<file path="config.mk">
export PLATFORM = sky130hd
export DESIGN_NAME = skynet_mul_pipe
export DESIGN_NICKNAME = d
export VERILOG_FILES = /design/src/rtl/skynet_mul_pkg.sv /design/src/rtl/skynet_mul_sat.sv /design/src/rtl/skynet_mul_pipe.sv
export SDC_FILE = /design/constraint.sdc
export NUM_CORES = 1
export LEC_CHECK = 0
export ABC_AREA = 1
export CORE_UTILIZATION = 62
export CTS_CLUSTER_SIZE = 24
export DETAILED_ROUTE_END_ITERATION = 12
export GPL_TIMING_DRIVEN = 0
export PLACE_DENSITY = 0.82
export SLEW_MARGIN = 30
export SYNTH_ARGS = -nofsm -noshare
export SYNTH_HDL_FRONTEND = slang
export SYNTH_SLANG_ARGS = --single-unit
</file>
<file path="constraint.sdc">
create_clock -name ap_clk -period 2.8 [get_ports ap_clk]
set_input_delay 0.56 -clock ap_clk [delete_from_list [all_inputs] [get_ports ap_clk]]
set_output_delay 0.56 -clock ap_clk [all_outputs]
set_load 0.05 [all_outputs]
</file>
<file path="src/rtl/skynet_mul_pkg.sv">
// skynet_mul_pkg: shared constants and shift/saturate helpers for the multiply pipeline
package skynet_mul_pkg;

    localparam int NUM_STAGE_MIN = 1;
    localparam int NUM_STAGE_MAX = 4;
    localparam int SHIFT_MIN     = 0;
    localparam int MAX_W         = 128;

    typedef logic [MAX_W-1:0] wide_t;

    function automatic int shift_max(input int a_w, input int b_w);
        return a_w + b_w - 1;
    endfunction

    function automatic bit result_signed(input int sa, input int sb);
        return (sa != 0) || (sb != 0);
    endfunction

    function automatic wide_t shift_right(input wide_t v, input int sh, input bit sgn);
        if (sgn) return $signed(v) >>> sh;
        return v >> sh;
    endfunction

    function automatic wide_t sat_hi(input int w, input bit sgn);
        return (wide_t'(1) << (sgn ? w - 1 : w)) - 1;
    endfunction

    function automatic bit clipped(input wide_t v, input int w, input bit sgn);
        return sgn ? ($signed(v) > $signed(sat_hi(w, sgn)) || $signed(v) < $signed(~sat_hi(w, sgn)))
                   : (v > sat_hi(w, sgn));
    endfunction

    // the signed lower bound is the bitwise complement of the upper bound
    function automatic wide_t saturate(input wide_t v, input int w, input bit sgn);
        if (!clipped(v, w, sgn)) return v;
        return (sgn && v[MAX_W-1]) ? ~sat_hi(w, sgn) : sat_hi(w, sgn);
    endfunction

endpackage

</file>
<file path="src/rtl/skynet_mul_sat.sv">
// skynet_mul_sat: combinational right shift followed by saturation to the output width
module skynet_mul_sat
    import skynet_mul_pkg::*;
#(
    parameter int IN_W       = 24,
    parameter int OUT_W      = 19,
    parameter int SHIFT      = 0,
    parameter bit RES_SIGNED = 1'b0
) (
    input  logic [IN_W-1:0]  din,
    output logic [OUT_W-1:0] dout,
    output logic             sat
);

    wide_t shifted;

    // extend to the helper width per signedness, then shift
    always_comb shifted = shift_right({{(MAX_W-IN_W){RES_SIGNED & din[IN_W-1]}}, din}, SHIFT, RES_SIGNED);

    // clip into the output range and flag when clipping happened
    always_comb begin
        dout = OUT_W'(saturate(shifted, OUT_W, RES_SIGNED));
        sat  = clipped(shifted, OUT_W, RES_SIGNED);
    end

endmodule

</file>
<file path="src/rtl/skynet_mul_pipe.sv">
// skynet_mul_pipe: pipelined multiplier with optional accumulate, shift and saturation
module skynet_mul_pipe
    import skynet_mul_pkg::*;
#(
    parameter int A_W       = 7,
    parameter int B_W       = 13,
    parameter int OUT_W     = 19,
    parameter int NUM_STAGE = 3,
    parameter int SIGNED_A  = 0,
    parameter int SIGNED_B  = 0,
    parameter int SHIFT     = 0,
    parameter int ACC_GUARD = 4
) (
    input  logic             ap_clk,
    input  logic             ap_rst_n,
    input  logic             ce,
    input  logic             in_valid,
    input  logic [A_W-1:0]   din0,
    input  logic [B_W-1:0]   din1,
    input  logic             acc_en,
    input  logic             acc_first,
    output logic [OUT_W-1:0] dout,
    output logic             out_valid,
    output logic             sat
);

    localparam int PW = A_W + B_W;
    localparam int AW = PW + ACC_GUARD;
    localparam bit RS = result_signed(SIGNED_A, SIGNED_B);

    typedef struct packed {
        logic          v;
        logic          en;
        logic          first;
        logic [PW-1:0] p;
    } stage_t;

    stage_t           s_in, s_fin;
    logic [AW-1:0]    acc, acc_nxt, p_ext, src;
    logic [OUT_W-1:0] sat_dout;
    logic             sat_flag;

    if (NUM_STAGE < NUM_STAGE_MIN || NUM_STAGE > NUM_STAGE_MAX ||
        SHIFT < SHIFT_MIN || SHIFT > shift_max(A_W, B_W)) begin : g_bad_param
        $error("skynet_mul_pipe: NUM_STAGE or SHIFT out of range");
    end

    // extend each operand per its own signedness; the low PW bits of the product are exact
    always_comb begin
        s_in.v     = in_valid;
        s_in.en    = acc_en;
        s_in.first = acc_first;
        s_in.p     = {{(PW-A_W){SIGNED_A != 0 && din0[A_W-1]}}, din0}
                   * {{(PW-B_W){SIGNED_B != 0 && din1[B_W-1]}}, din1};
    end

    if (NUM_STAGE == 1) begin : g_direct
        assign s_fin = s_in;
    end else begin : g_pipe
        stage_t pipe [NUM_STAGE-1];
        // retiming registers behind the multiplier, shifted only when enabled
        always_ff @(posedge ap_clk or negedge ap_rst_n) begin
            if (!ap_rst_n) begin
                for (int i = 0; i < NUM_STAGE-1; i++) pipe[i] <= '0;
            end else if (ce) begin
                pipe[0] <= s_in;
                for (int i = 1; i < NUM_STAGE-1; i++) pipe[i] <= pipe[i-1];
            end
        end
        assign s_fin = pipe[NUM_STAGE-2];
    end

    // accumulator update candidate and result source selection
    always_comb begin
        p_ext   = {{ACC_GUARD{RS & s_fin.p[PW-1]}}, s_fin.p};
        acc_nxt = s_fin.first ? p_ext : acc + p_ext;
        src     = s_fin.en ? acc_nxt : p_ext;
    end

    skynet_mul_sat #(
        .IN_W      (AW),
        .OUT_W     (OUT_W),
        .SHIFT     (SHIFT),
        .RES_SIGNED(RS)
    ) u_sat (
        .din (src),
        .dout(sat_dout),
        .sat (sat_flag)
    );

    // final stage: results and accumulator only move on valid slots
    always_ff @(posedge ap_clk or negedge ap_rst_n) begin
        if (!ap_rst_n) begin
            acc       <= '0;
            out_valid <= 1'b0;
            dout      <= '0;
            sat       <= 1'b0;
        end else if (ce) begin
            out_valid <= s_fin.v;
            if (s_fin.v) begin
                dout <= sat_dout;
                sat  <= sat_flag;
                if (s_fin.en) acc <= acc_nxt;
            end
        end
    end

endmodule

</file>
Yosys cells after proc, flatten, opt, wreduce, memory -nomap -nowiden
Cells that the tools add are included.
- register bits: 91
- input port bits: 26
- output and inout bits: 21
- word-level logic and storage cells: 20
- $add $sub $neg: 1
- $mul: 1
- order comparisons: 1
- muxes and demuxes: 3
- reduce and logical (&&, ||, !) cells: 2
- operator list (cell ; count):
    $mux W24 ; 2
    $add A24 B20 Y24 ; 1
    $gt A24 B19 Y1 const B ; 1
    $mul A7 B13 Y20 ; 1
    $mux W19 ; 1
    $reduce_and A3 Y1 ; 1
    $reduce_and A2 Y1 ; 1

Longest topological paths before layout
- word-level depth: 5
- depth in mapped cells: 20
- gate-level depth less buffers: 19

By module
A second synthesis with hierarchy kept.
- cells, all modules: 1298
- area total of the unflattened synthesis: 8783.4 um2
- by module, submodules not included (module ; times used ; cells an instance ; area an instance (um2) ; sequential area each (um2)):
    skynet_mul_pipe ; 1 ; 1250 ; 8526.9 ; 2277.2
    skynet_mul_sat ; 1 ; 48 ; 256.5 ; 0.0

Least setup slack after synthesis
Ideal clock, no wire load.
- path kind: input port to flip-flop
- start point: input port din0[6]
- end point: register g_pipe.pipe[36] (netlist bit)
- setup time: 0.082 ns
- data arrival time: 4.328 ns
- required time: 2.718 ns
- slack: -1.610 ns
- stages: 16
- buffers on the path: 1
- cell sequence: clkbuf_1 > nand2_1 > fa_1 > fa_1 > inv_1 > fa_1 > fa_1 > ha_1 > nand2_1 > o21ai_0 > nor2_1 > o31ai_1 > nand2_1 > nand2_1 > nand2_1 > a31oi_1
- word-level cells in the longest chain between the ends: 1
- ends and longest elaborated chain (item ; line ; RTL):
    start: declaration ; skynet_mul_pipe.sv:18 ; input logic [A_W-1:0] din0,
    $mul A7 B13 Y20 ; skynet_mul_pipe.sv:54 ; * {{(PW-B_W){SIGNED_B != 0 && din1[B_W-1]}}, din1};
    end: declaration ; skynet_mul_pipe.sv:60 ; stage_t pipe [NUM_STAGE-1];
Every way passes these cells.
A chain may end at the register's enable or synchronous reset.

Final worst setup path
- start point: input port din0[6]
- end point: register g_pipe.pipe[42] (netlist bit)
Same word-level chain as after synthesis.

==> flow_metrics.env <==
export IMPL_synth_area_sq_mm=0.00821
export IMPL_wl_per_cell_um=16.4
export IMPL_synth_warnings=0
export IMPL_relSlewSlack_pct=59.4
export IMPL_drive_gt1_share_pct=17.0
export IMPL_fill_cells=849
export IMPL_p_leak_nw=5.74
export IMPL_grt_max_degree=53
export IMPL_die_w_um=117
export IMPL_critical_path_max_stage_delay_ps=530
export IMPL_combPwrFrac_pct=68.9
export IMPL_synth_area_per_cell_sq_um=7.03
export IMPL_grt_pass1_vias=7670
export IMPL_ant_nets=0
export IMPL_cts_made_buffers=9
export IMPL_path_cells="buf_8, clkbuf_16, nand2_1, inv_1, fa_1, fa_1, fa_1, inv_2, fa_1, inv_2, ha_4, nand2_4, buf_4, nor2_4, nand2_1, nand2_1, nand2_1, a31o_2, a31oi_1"
export IMPL_final_hold_viol_count=0
export IMPL_cts_tree="yes"
export IMPL_path_buf_inv=6
export IMPL_violations="setup timing"
export IMPL_path_clk_slew_ps=70
export IMPL_placed_cell_area_sq_mm=0.00926
export IMPL_drt_total_wl_um=23600
export IMPL_cts_path_max_buffers=2
export IMPL_finClkSkew_ps=7.62
export IMPL_status="finished, violations left"
export IMPL_timing_fmax_mhz=242
export IMPL_clockRootBuffer="clkbuf_16"
export IMPL_fin_crit_ps=4130
export IMPL_grt_first_pass_wirelength_um=36700
export IMPL_cts_max_level=3
export IMPL_setup_viol_count_final=16
export IMPL_p_int_w=0.00539
export IMPL_dp_slack_ps=-2170
export IMPL_critPathKind="in -> reg"
export IMPL_track_usage_pct=35.5
export IMPL_rsz0062_at_grt="yes"
export IMPL_clkPwrFrac_pct=10.4
export IMPL_path_max_fanout=5
export IMPL_ys_seq_area_share_pct=27.7
export IMPL_min_path_type="in -> async"
export IMPL_num_antenna_cells=0
export IMPL_hold_buffers=0
export IMPL_syn_inst=1168
export IMPL_fp_coreArea_sq_mm=0.0128
export IMPL_floorplan_die_area_sq_mm=0.0137
export IMPL_max_cap_violations=0
export IMPL_synth_area_leaders="dfrtp_1 28%, nand2_1 19%, fa_1 13%, inv_1 11%, ha_1 8.8%"
export IMPL_routed_via_density=5.56
export IMPL_p_per_area_mw_per_mm2=1060
export IMPL_cpLargestDelayFamily="adder cells"
export IMPL_clock_sinks=91
export IMPL_power_w=0.0109
export IMPL_die_h_um=117
export IMPL_routed_via_count=8001
export IMPL_hpwl_um=16100
export IMPL_vdd_drop_max_uv=471
export IMPL_nets=1404
export IMPL_antenna_found_initial=0
export IMPL_cp_required_ps=3060
export IMPL_final_cell_area_sq_mm=0.0103
export IMPL_dr_pass1_iters=6
export IMPL_synth_net_count=1307
export IMPL_overflow=0
export IMPL_ioPinCount=47
export IMPL_drcViolationCount=0
export IMPL_p_sw_share_pct=50.3
export IMPL_worst_slew_pin_slew_ps=609
export IMPL_drt_iter0_drc=627
export IMPL_switchingPower_w=0.00546
export IMPL_timing_final_ws_setup_ps=-1330
export IMPL_start_util_pct=64.2
export IMPL_area_delta_synth_final_pct=25.1
export IMPL_arrival_ps=4380
export IMPL_final_max_slew_violation_count=0
export IMPL_clock_latency_ps=350
export IMPL_ys_seq_elements=91
export IMPL_end_kind="flop"
export IMPL_port_buffer_count=45
export IMPL_synth_cell_types=33
export IMPL_sequentialPowerShare_pct=20.7
export IMPL_synth_top_area_share_pct=27.7
export IMPL_crit_slowest_cell="fa_1"
export IMPL_finalNonFillerCells=1440
export IMPL_period_share_pct=147
export IMPL_critPathLaunchType="primary input"
export IMPL_place_gp_congestion=0.951
export IMPL_placementRows=41
export IMPL_synth_area_leader_cell="dfrtp_1"
export IMPL_dp_cells=1386
[flip-flops by register name, indices dropped and copies added, names as in the netlist]
name         flops
sat              1
dout            19
g_pipe.pipe     46
out_valid        1
acc             24
[worst reg2reg max path: cells and delay by family, from the launching register on]
family	cells	cell delay [ps]
buffers and inverters	1	90
DFF	1	400
and+or+nand+nor	6	790
adders and majority gates	2	690
AOI/OAI and AO/OA	3	660
[metrics by stage]
step	setup TNS [ps]	utilization, %	hold WS, ps
after floorplan	-15530	-	264
after global placement	-218480	72.3	454
after detailed placement	-30490	72.5	460
after CTS	-14850	78.6	119
after global routing	-18800	80.4	137
final	-17250	80.4	103
[worst paths after layout]
path / end / slack, ps / cells past startpoint / from
max: g_pipe.pipe[42] / -1330 / 19 / din0[6]
min: acc[1] / 100 / 1 / ap_rst_n
max reg2reg: dout[12] / 120 / 12 / g_pipe.pipe[0]
min reg2reg: out_valid / 470 / 2 / out_valid
max in group asynchronous: acc[16] / 2110 / 2 / ap_rst_n
min in group ap_clk: out_valid / 470 / 2 / out_valid
[synth_stat cells, drive strengths merged]
library cell / number
a21o: 1
a21oi: 53
a221oi: 4
a22o: 6
a31o: 1
a31oi: 5
and2: 1
and3: 2
buf: 5
clkbuf: 27
dfrtp: 91
fa: 55
ha: 58
inv: 238
nand2: 417
nand3: 36
nand3b: 3
nand4: 15
nor2: 56
nor3: 2
o211a: 1
o211ai: 9
o21ai: 57
o21bai: 5
o221ai: 1
o31ai: 3
or2: 6
xnor2: 5
xor2: 5
[power groups by stage]
stage | Sequential [W] | Clock, W | Combinational (W)
2_1_floorplan | 0.00265 | 0 | 0.00410
3_3_place_gp | 0.00223 | 0 | 0.00578
3_5_place_dp | 0.00224 | 0 | 0.00591
4_1_cts | 0.00222 | 0.00112 | 0.00676
5_1_grt | 0.00230 | 0.00116 | 0.00815
6_report | 0.00225 | 0.00113 | 0.00748
[cells by family (layout without fill, tap and decap cells)]
family                     count (synthesis)  in the layout  share of synthesized area, %
adders and majority gates                113            113                          22.3
xor gates and xnor gates                  10             10                          1.07
and+or+nand+nor                          538            538                          26.2
AOI/OAI and AO/OA                        146            146                          10.1
buffers and inverters                    270            370                          12.6
DFF                                       91             91                          27.7
[metal layers]
metal	vias up	share of wire [%]	GRT usage, %
met5	-	0	0
met4	0	5.0	19.4
met3	105	5.1	4.58
li1	3787	-	-
met2	350	51	63.4
met1	3759	39	41.5
[area by class of cell]
cell class              count  area (sq um)  area share, %
well taps                 172           215           2.10
clock inverters             5          38.8          0.378
plain buffers              32           256           2.50
repair buffers             86           816           7.95
clock buffers               9           225           2.19
inverters                 238           896           8.73
multi-input cells         807          5540           54.0
flip-flops and latches     91          2280           22.2
[timing repair]
item	4_1_cts	5_1_grt
cloned	2	0
resized for setup	178	45
setup endpoints to repair	17	16
pin swaps	75	37
setup buffers	30	8
[cells in the final DEF (no fill, tap or decap), types with 11 or more instances in the layout]
cell and instances:
a21oi_1 41, buf_2 11, buf_4 29, buf_6 13
clkbuf_1 21, clkbuf_16 14, clkdlybuf4s50_1 25, dfrtp_1 91
fa_1 54, ha_1 43, ha_4 14, inv_1 205
inv_2 32, nand2_1 383, nand2_2 17, nand2_4 17
nand3_1 29, nand4_1 15, nor2_1 46, o21ai_0 40
(Power assumes the default switching activity.)
